`src/rtl/minmax_pkg.sv`:
```
// Shared constants for the min/max frame scanner: default widths and FSM state encoding.
package minmax_pkg;
  localparam int DEF_WIDTH = 4;
  localparam int DEF_CNT_W = 8;

  typedef logic [1:0] state_t;

  localparam state_t S_IDLE    = 2'd0;
  localparam state_t S_CMP_MAX = 2'd1;
  localparam state_t S_CMP_MIN = 2'd2;
  localparam state_t S_DONE    = 2'd3;
endpackage

```
`src/rtl/comparator.sv`:
```
// Unsigned magnitude comparator; purely combinational, no backpressure.
module comparator #(
  parameter int WIDTH = 4
) (
  input  logic [WIDTH-1:0] a,
  input  logic [WIDTH-1:0] b,
  output logic             greater,
  output logic             equal,
  output logic             less
);
  assign greater = (a > b);
  assign equal   = (a == b);
  assign less    = (a < b);
endmodule

```
`src/rtl/minmax_scanner.sv`:
```
// Per-frame running max/min/count/all-equal tracker sharing one comparator across two FSM steps.
// Result 2 cycles after a non-first last sample (same edge for single-sample frames); in_ready low outside IDLE, result held until out_ready.
module minmax_scanner
  import minmax_pkg::*;
#(
  parameter int WIDTH = DEF_WIDTH,
  parameter int CNT_W = DEF_CNT_W
) (
  input  logic             clk,
  input  logic             rst,
  input  logic             in_valid,
  output logic             in_ready,
  input  logic [WIDTH-1:0] in_data,
  input  logic             in_last,
  output logic             out_valid,
  input  logic             out_ready,
  output logic [WIDTH-1:0] out_max,
  output logic [WIDTH-1:0] out_min,
  output logic [CNT_W-1:0] out_count,
  output logic             out_all_eq,
  output logic             busy
);
  localparam logic [CNT_W-1:0] CNT_MAX = '1;

  state_t           state;
  state_t           next_state;
  logic [WIDTH-1:0] smp_r;
  logic             last_r;
  logic [WIDTH-1:0] max_r;
  logic [WIDTH-1:0] min_r;
  logic [CNT_W-1:0] count;
  logic             all_eq;
  logic [WIDTH-1:0] cmp_b;
  logic             cmp_greater;
  logic             cmp_equal;
  logic             cmp_less;
  logic             accept;
  logic             first;

  assign accept = in_valid && in_ready;
  assign first  = (count == '0);

  comparator #(.WIDTH(WIDTH)) u_cmp (
    .a       (smp_r),
    .b       (cmp_b),
    .greater (cmp_greater),
    .equal   (cmp_equal),
    .less    (cmp_less)
  );

  always_ff @(posedge clk or posedge rst) begin
    if (rst) state <= S_IDLE;
    else     state <= next_state;
  end

  always_comb begin
    next_state = state;
    unique case (state)
      S_IDLE: begin
        if (accept) begin
          if (!first)       next_state = S_CMP_MAX;
          else if (in_last) next_state = S_DONE;
          else              next_state = S_IDLE;
        end
      end
      S_CMP_MAX: next_state = S_CMP_MIN;
      S_CMP_MIN: next_state = last_r ? S_DONE : S_IDLE;
      S_DONE:    if (out_ready) next_state = S_IDLE;
      default:   next_state = S_IDLE;
    endcase
  end

  always_comb begin
    in_ready  = (state == S_IDLE);
    out_valid = (state == S_DONE);
    busy      = (state != S_IDLE) || !first;
    // Only the min step looks at min_r; every other state parks the mux on max_r.
    cmp_b     = (state == S_CMP_MIN) ? min_r : max_r;
  end

  always_ff @(posedge clk or posedge rst) begin
    if (rst) begin
      smp_r  <= '0;
      last_r <= 1'b0;
      max_r  <= '0;
      min_r  <= '0;
      count  <= '0;
      all_eq <= 1'b1;
    end else begin
      if (accept) begin
        smp_r  <= in_data;
        last_r <= in_last;
        if (first) begin
          max_r  <= in_data;
          min_r  <= in_data;
          count  <= {{(CNT_W-1){1'b0}}, 1'b1};
          all_eq <= 1'b1;
        end else if (count != CNT_MAX) begin
          count <= count + 1'b1;
        end
      end
      if (state == S_CMP_MAX) begin
        if (cmp_greater) max_r  <= smp_r;
        if (!cmp_equal)  all_eq <= 1'b0;
      end
      if (state == S_CMP_MIN && cmp_less) min_r <= smp_r;
      // max_r/min_r stay visible after delivery until the next frame's first sample.
      if (state == S_DONE && out_ready) begin
        count  <= '0;
        all_eq <= 1'b1;
      end
    end
  end

  assign out_max    = max_r;
  assign out_min    = min_r;
  assign out_count  = count;
  assign out_all_eq = all_eq;
endmodule

```
`config.mk`:
```
export PLATFORM = sky130hd
export DESIGN_NAME = minmax_scanner
export DESIGN_NICKNAME = d
export VERILOG_FILES = /design/src/rtl/minmax_pkg.sv /design/src/rtl/comparator.sv /design/src/rtl/minmax_scanner.sv
export SDC_FILE = /design/constraint.sdc
export NUM_CORES = 1
export LEC_CHECK = 0
export CAP_MARGIN = 20
export CELL_PAD_IN_SITES_DETAIL_PLACEMENT = 1
export CELL_PAD_IN_SITES_GLOBAL_PLACEMENT = 1
export CORE_ASPECT_RATIO = 0.5
export CORE_MARGIN = 1.5
export CORE_UTILIZATION = 30
export CTS_CLUSTER_DIAMETER = 40
export CTS_CLUSTER_SIZE = 10
export DETAILED_ROUTE_END_ITERATION = 8
export PLACE_DENSITY_LB_ADDON = 0.1
export SLEW_MARGIN = 25
export SYNTH_ARGS = -nofsm -noshare
export SYNTH_HDL_FRONTEND = slang
export SYNTH_SLANG_ARGS = --single-unit
```
`constraint.sdc`:
```
create_clock -name clk -period 2.8 [get_ports clk]
set_input_delay 0.28 -clock clk [delete_from_list [all_inputs] [get_ports clk]]
set_output_delay 0.28 -clock clk [all_outputs]
set_load 0.1 [all_outputs]
```
**After elaboration in Yosys (flattened, before gate mapping)**

Index checks and enable logic that the tools add are counted.

- Add/sub/neg operators: 1
- $lt $le $gt $ge: 2
- Equality and inequality tests: 7
- Multiplexer cells: 23
- Reduce and logical (&&, ||, !) cells: 15

Operator list:

| operator | count |
|---|---|
| $mux W4 | 8 |
| $mux W8 | 4 |
| $mux W2 | 5 |
| $add A8 B1 Y8 const B | 1 |
| $logic_not A8 Y1 | 1 |
| $ne A8 B8 Y1 const B | 1 |
| $pmux W2 S4 | 1 |
| $reduce_bool A2 Y1 | 4 |
| $reduce_and A2 Y1 | 3 |
| $mux W1 | 5 |
| $eq A2 B2 Y1 const B | 2 |
| $eq A4 B4 Y1 | 1 |
| $gt A4 B4 Y1 | 1 |
| $lt A4 B4 Y1 | 1 |
| $ne A2 B1 Y1 const B | 2 |
| $logic_and A1 B1 Y1 | 3 |
| $reduce_bool A3 Y1 | 1 |
| $eq A2 B1 Y1 const B | 1 |
| $logic_not A2 Y1 | 1 |
| $logic_not A1 Y1 | 1 |
| $logic_or A1 B1 Y1 | 1 |

- Register bits after elaboration: 24
- Input bits: 9
- Output and inout port bits: 20
- Word-level logic and storage cells: 55

**Depth between registers and ports, before layout**

- Depth in word-level cells: 6
- Gate-level depth with buffers: 9
- Gate-level depth less buffers: 7

**Cells and area by module**

Synthesis repeated with hierarchy kept, for this count alone.

- Cells, all modules: 155
- Area total of the unflattened synthesis: 1415.1 um2

Modules (own cells, without submodules):

| module | times used | cells an instance | area an instance (um2) | seq. area each (um2) |
|---|---|---|---|---|
| minmax_scanner | 1 | 139 | 1286.2 | 601.8 |
| comparator | 1 | 16 | 128.9 | 0.0 |

**Least setup slack after synthesis**

Ideal clock, no wire load.

- Path type: flip-flop to output port
- Start point: register state[0]
- End point: output port busy
- Data arrival time: 2.945 ns
- Data required time: 2.520 ns
- Setup slack: -0.425 ns
- Stages on the path, launching flop included: 4
- Path buffers: 1
- Cells stage by stage: dfrtp_1 -> buf_4 -> nor2_1 -> nand2_1

- Longest elaborated chain between the ends: 2

Ends and longest elaborated chain:

| what | line | RTL |
|---|---|---|
| start, declared | minmax_scanner.sv:25 | `state_t state;` |
| start signal, assigned | minmax_scanner.sv:53 | `else state <= next_state;` |
| $reduce_bool A2 Y1 | minmax_scanner.sv:76 | `busy = (state != S_IDLE) \|\| !first;` |
| $logic_or A1 B1 Y1 | minmax_scanner.sv:76 |  |
| end, declared | minmax_scanner.sv:21 | `output logic busy` |

No other way between the ends.

**Final worst setup path**

- Start point: register state[0]
- End point: register max_r[3], in the netlist out_max[3]

- Longest elaborated chain between the ends: 5
- Elaborated cells on any way between the ends: 9
- Classes of those cells: order compare (1); eq/ne (2); mux (4); reduce/logical (2)

Ends and longest elaborated chain:

| what | line | RTL |
|---|---|---|
| $eq A2 B2 Y1 / $logic_not A2 Y1 (equally long branches) | minmax_scanner.sv:78, minmax_scanner.sv:74 |  |
| $mux W4 / $logic_and A1 B1 Y1 (equally long branches) | minmax_scanner.sv:78, minmax_scanner.sv:40 |  |
| $gt A4 B4 Y1 / $mux W4 (equally long branches) | comparator.sv:11, minmax_scanner.sv:90 |  |
| $mux W4 | minmax_scanner.sv:103 | `if (cmp_greater) max_r <= smp_r;` |
| $mux W4 * | minmax_scanner.sv:102 | `if (state == S_CMP_MAX) begin` |
| end signal, assigned | minmax_scanner.sv:94 | `max_r <= in_data;` |
| end signal, assigned | minmax_scanner.sv:103 |  |
| end, declared | minmax_scanner.sv:29 | `logic [WIDTH-1:0] max_r;` |

Mark *: on every way between the ends. The rest lies on a longest branch, timed or not.
A chain may end at the register's enable or synchronous reset.

==> run_results.csv <==
group,metric,value,unit
run_status,outcome,"complete, no violations",
synthesis,synth_enable_flop_cells,0,
synthesis,yosys.area.top_type,"dfrtp_1",
die,die_x,100.2,µm
synthesis,avgSynthCellArea,10.81,µm²
synthesis,yosysTopAreaCellShare,40.64,%
drt,ant_nets,0,
worst_hold_path,min_path_type,"in -> async",
drt,dr_total_vias,1126,
cts,cts_tree,"yes",
drt,wl_per_cell,15.77,µm
placement,port_buffers,28,
die,core_area,4467,µm²
sta,hold_violations,0,
sta,slew_violations,0,
cts,cts.root.buffer_cell,"clkbuf_8",
cts,postCtsHoldBufs,0,
global_routing,groute.usage.overall,14.85,%
setup_path,path_class,"reg -> reg",
cts,cts.sinks,24,
setup_path,crit_arrival,2.61,ns
setup_path,ff2ff_setup_slack,0.36,ns
cts,cts.htree.levels,1,
cts,clk_latency,0.28,ns
sta,clock_skew,0.006782,ns
placement,place_hpwl,2604,µm
global_routing,antenna_found_initial,0,
sta,setup_viol,0,
cts,numCtsBuffers,3,
synthesis,ys_ff_latch,24,
global_routing,grt_pass1_vias,1132,
synthesis,yosysMostFrequentCell,"dfrtp_1",
global_routing,grt_max_degree,25,
synthesis,synthCells,131,
drt,drt_iter0_markers,25,
setup_path,slowest_stage,"dfrtp_1",
setup_path,crit_required,2.97,ns
layout,drive_gt1_share,27.61,%
run,drv_cap,0,
cts,post_cts_buffers,0,
global_routing,globalRouteOverflowTotal,0,
synthesis,ys_seq_area_share,42.49,%
die,die_area,5167,µm²
drt,drt-pass1-iter-count,2,
sta,min_period_over_period,87.05,%
sta,max_freq,410.3,MHz
sta,worst_slew_pin_slew,0.5240,ns
synthesis,mappedNetlistArea,1416,µm²
setup_path,end_kind,"flip-flop",
setup_path,reg2reg_depth,7,
layout,num_antenna_cells,0,
drt,viasPerCell,5.118,
setup_path,reg2reg_from,"state[0]$_DFFE_PP0P_",
sta,final.setup.tns,0,ns
layout,areaGrowthSynthToFinish,26.24,%
sta,period_needed,2.437,ns
synthesis,syn_nets,146,
synthesis,yosysWarnings,0,
setup_path,max_stage_delay,0.50,ns
drt,wirelength,3469,µm
setup_path,worstSetupStartpointType,"flip-flop",
setup_path,cp_max_fo,9,
synthesis,yosysUniqueCellTypes,42,
setup_path,r2r_end,"out_max[3]$_DFF_PP0_",
sta,rsz0062_at_grt,"false",
global_routing,grt_pass1_wl,5761,µm
die,ios,29,
drt,drcViolationCount,0,
layout,final_util,40.03,%
placement,gp_congestion,0.8146,
setup_path,path_cells,"nor2b_1 -> buf_4 -> mux2i_1 -> ha_1 -> a41oi_1 -> a21boi_2 -> mux2_2",
die,row_count,17,
cts,clockBufferDepth,2,
synthesis,async_flop_share,100.0,%
die,die_h,51.59,µm
layout,fin_nets,179,
cts,clk_pin_slew_worst_paths,0.09,ns
cts,cts_resized,0,
sta,slew_headroom,64.85,%
synthesis,synth_ff_type,"dfrtp_1",
synthesis,synth_common_cells,"dfrtp_1 (23), nand2_1 (10), mux2i_1 (9), mux2_2 (8)",
die,initial_core_util,31.71,%
synthesis,synth_area_leaders,"dfrtp_1 (41%), mux2i_1 (6.4%), mux2_2 (6.4%)",
-- routing by layer --
| metal | vias to the layer above | routed length (µm) | part of all wire [%] | GRT usage, % |
|---|---|---|---|---|
| met3 | 4 | 105 | 3.0 | 4.167 |
| met2 | 13 | 1533 | 44 | 23.58 |
| met4 | 0 | 21 | 0.61 | 2.817 |
| li1 | 549 | - | - | - |
| met5 | - | 0 | 0 | 0 |
| met1 | 560 | 1808 | 52 | 20.43 |
-- how the worst max path moves through the flow --
stage	slack, ns	cells after the start	startpoint	to
2_1_floorplan	0.24	5	out_count[0]$_DFFE_PP0P_	busy
6_report	0.36	7	state[0]$_DFFE_PP0P_	out_max[3]$_DFF_PP0_
5_1_grt	0.16	8	state[0]$_DFFE_PP0P_	out_min[0]$_DFFE_PP0P_
3_3_place_gp	0.43	7	state[0]$_DFFE_PP0P_	out_max[3]$_DFF_PP0_
3_5_place_dp	0.34	7	state[0]$_DFFE_PP0P_	out_max[3]$_DFF_PP0_
4_1_cts	0.33	7	state[0]$_DFFE_PP0P_	out_max[3]$_DFF_PP0_
-- layout make-up --
type	count	area, µm²
flip-flops and latches	24	601.8
well taps	57	71.32
clock inverters	1	30.03
fillers	521	2679
clock buffers	3	41.29
multi-input cells	96	753.2
inverters	6	22.52
repair buffers	33	267.8
-- flip-flops by register name, summed over array words and instances (netlist names) --
register,flops
out_all_eq,1
out_min,4
last_r,1
state,2
out_count,8
out_max,4
smp_r,4
-- cell families after synthesis --
| group | count (synthesis) | share of synthesized area [%] |
|---|---|---|
| muxes | 20 | 15.11 |
| DFF | 24 | 42.49 |
| buffers and inverters | 11 | 4.505 |
| AOI/OAI and AO/OA | 26 | 12.90 |
| and+or+nand+nor | 44 | 19.70 |
| adders and majority gates | 6 | 5.300 |
-- placed cells by master (no fill, tap or decap), types with 2 or more instances in the layout --
| cell type | n |
|---|---|
| buf_4 | 25 |
| inv_1 | 6 |
| ha_1 | 6 |
| o211ai_1 | 2 |
| nand4_1 | 3 |
| nor2b_1 | 2 |
| nand2_1 | 10 |
| a21oi_1 | 5 |
| nor2_1 | 4 |
| clkdlybuf4s50_1 | 8 |
| dfrtp_1 | 23 |
| mux2i_1 | 9 |
| o22ai_1 | 2 |
| nand3b_1 | 2 |
| or3_1 | 2 |
| mux2_2 | 8 |
| o21ai_0 | 5 |
| mux2_1 | 3 |
| clkbuf_8 | 3 |
| and2_1 | 4 |
| nand3_1 | 3 |
| and3_1 | 5 |
| a221o_1 | 2 |
-- critical path: cells and delay by family (launching register included) --
family,cells,cell delay [ns]
simple gates,1,0.21
fa+ha+maj,1,0.27
buf+inv,1,0.19
compound gates,2,0.58
flops,1,0.50
mux,2,0.57
-- per-stage QoR --
stage	setup slack [ns]	hold slack (ns)	cell area, µm²	std cells
after global routing	0.1562	0.3611	1788	220
after global placement	0.4267	0.5241	1717	216
after detailed placement	0.3420	0.5099	1717	216
final	0.3627	0.3454	1788	220
after CTS	0.3279	0.3600	1788	220
after floorplan	0.2350	0.2939	1419	131
Power is not shown: default switching activity piles up to over one toggle a cycle in this logic, so the estimate is an artifact.
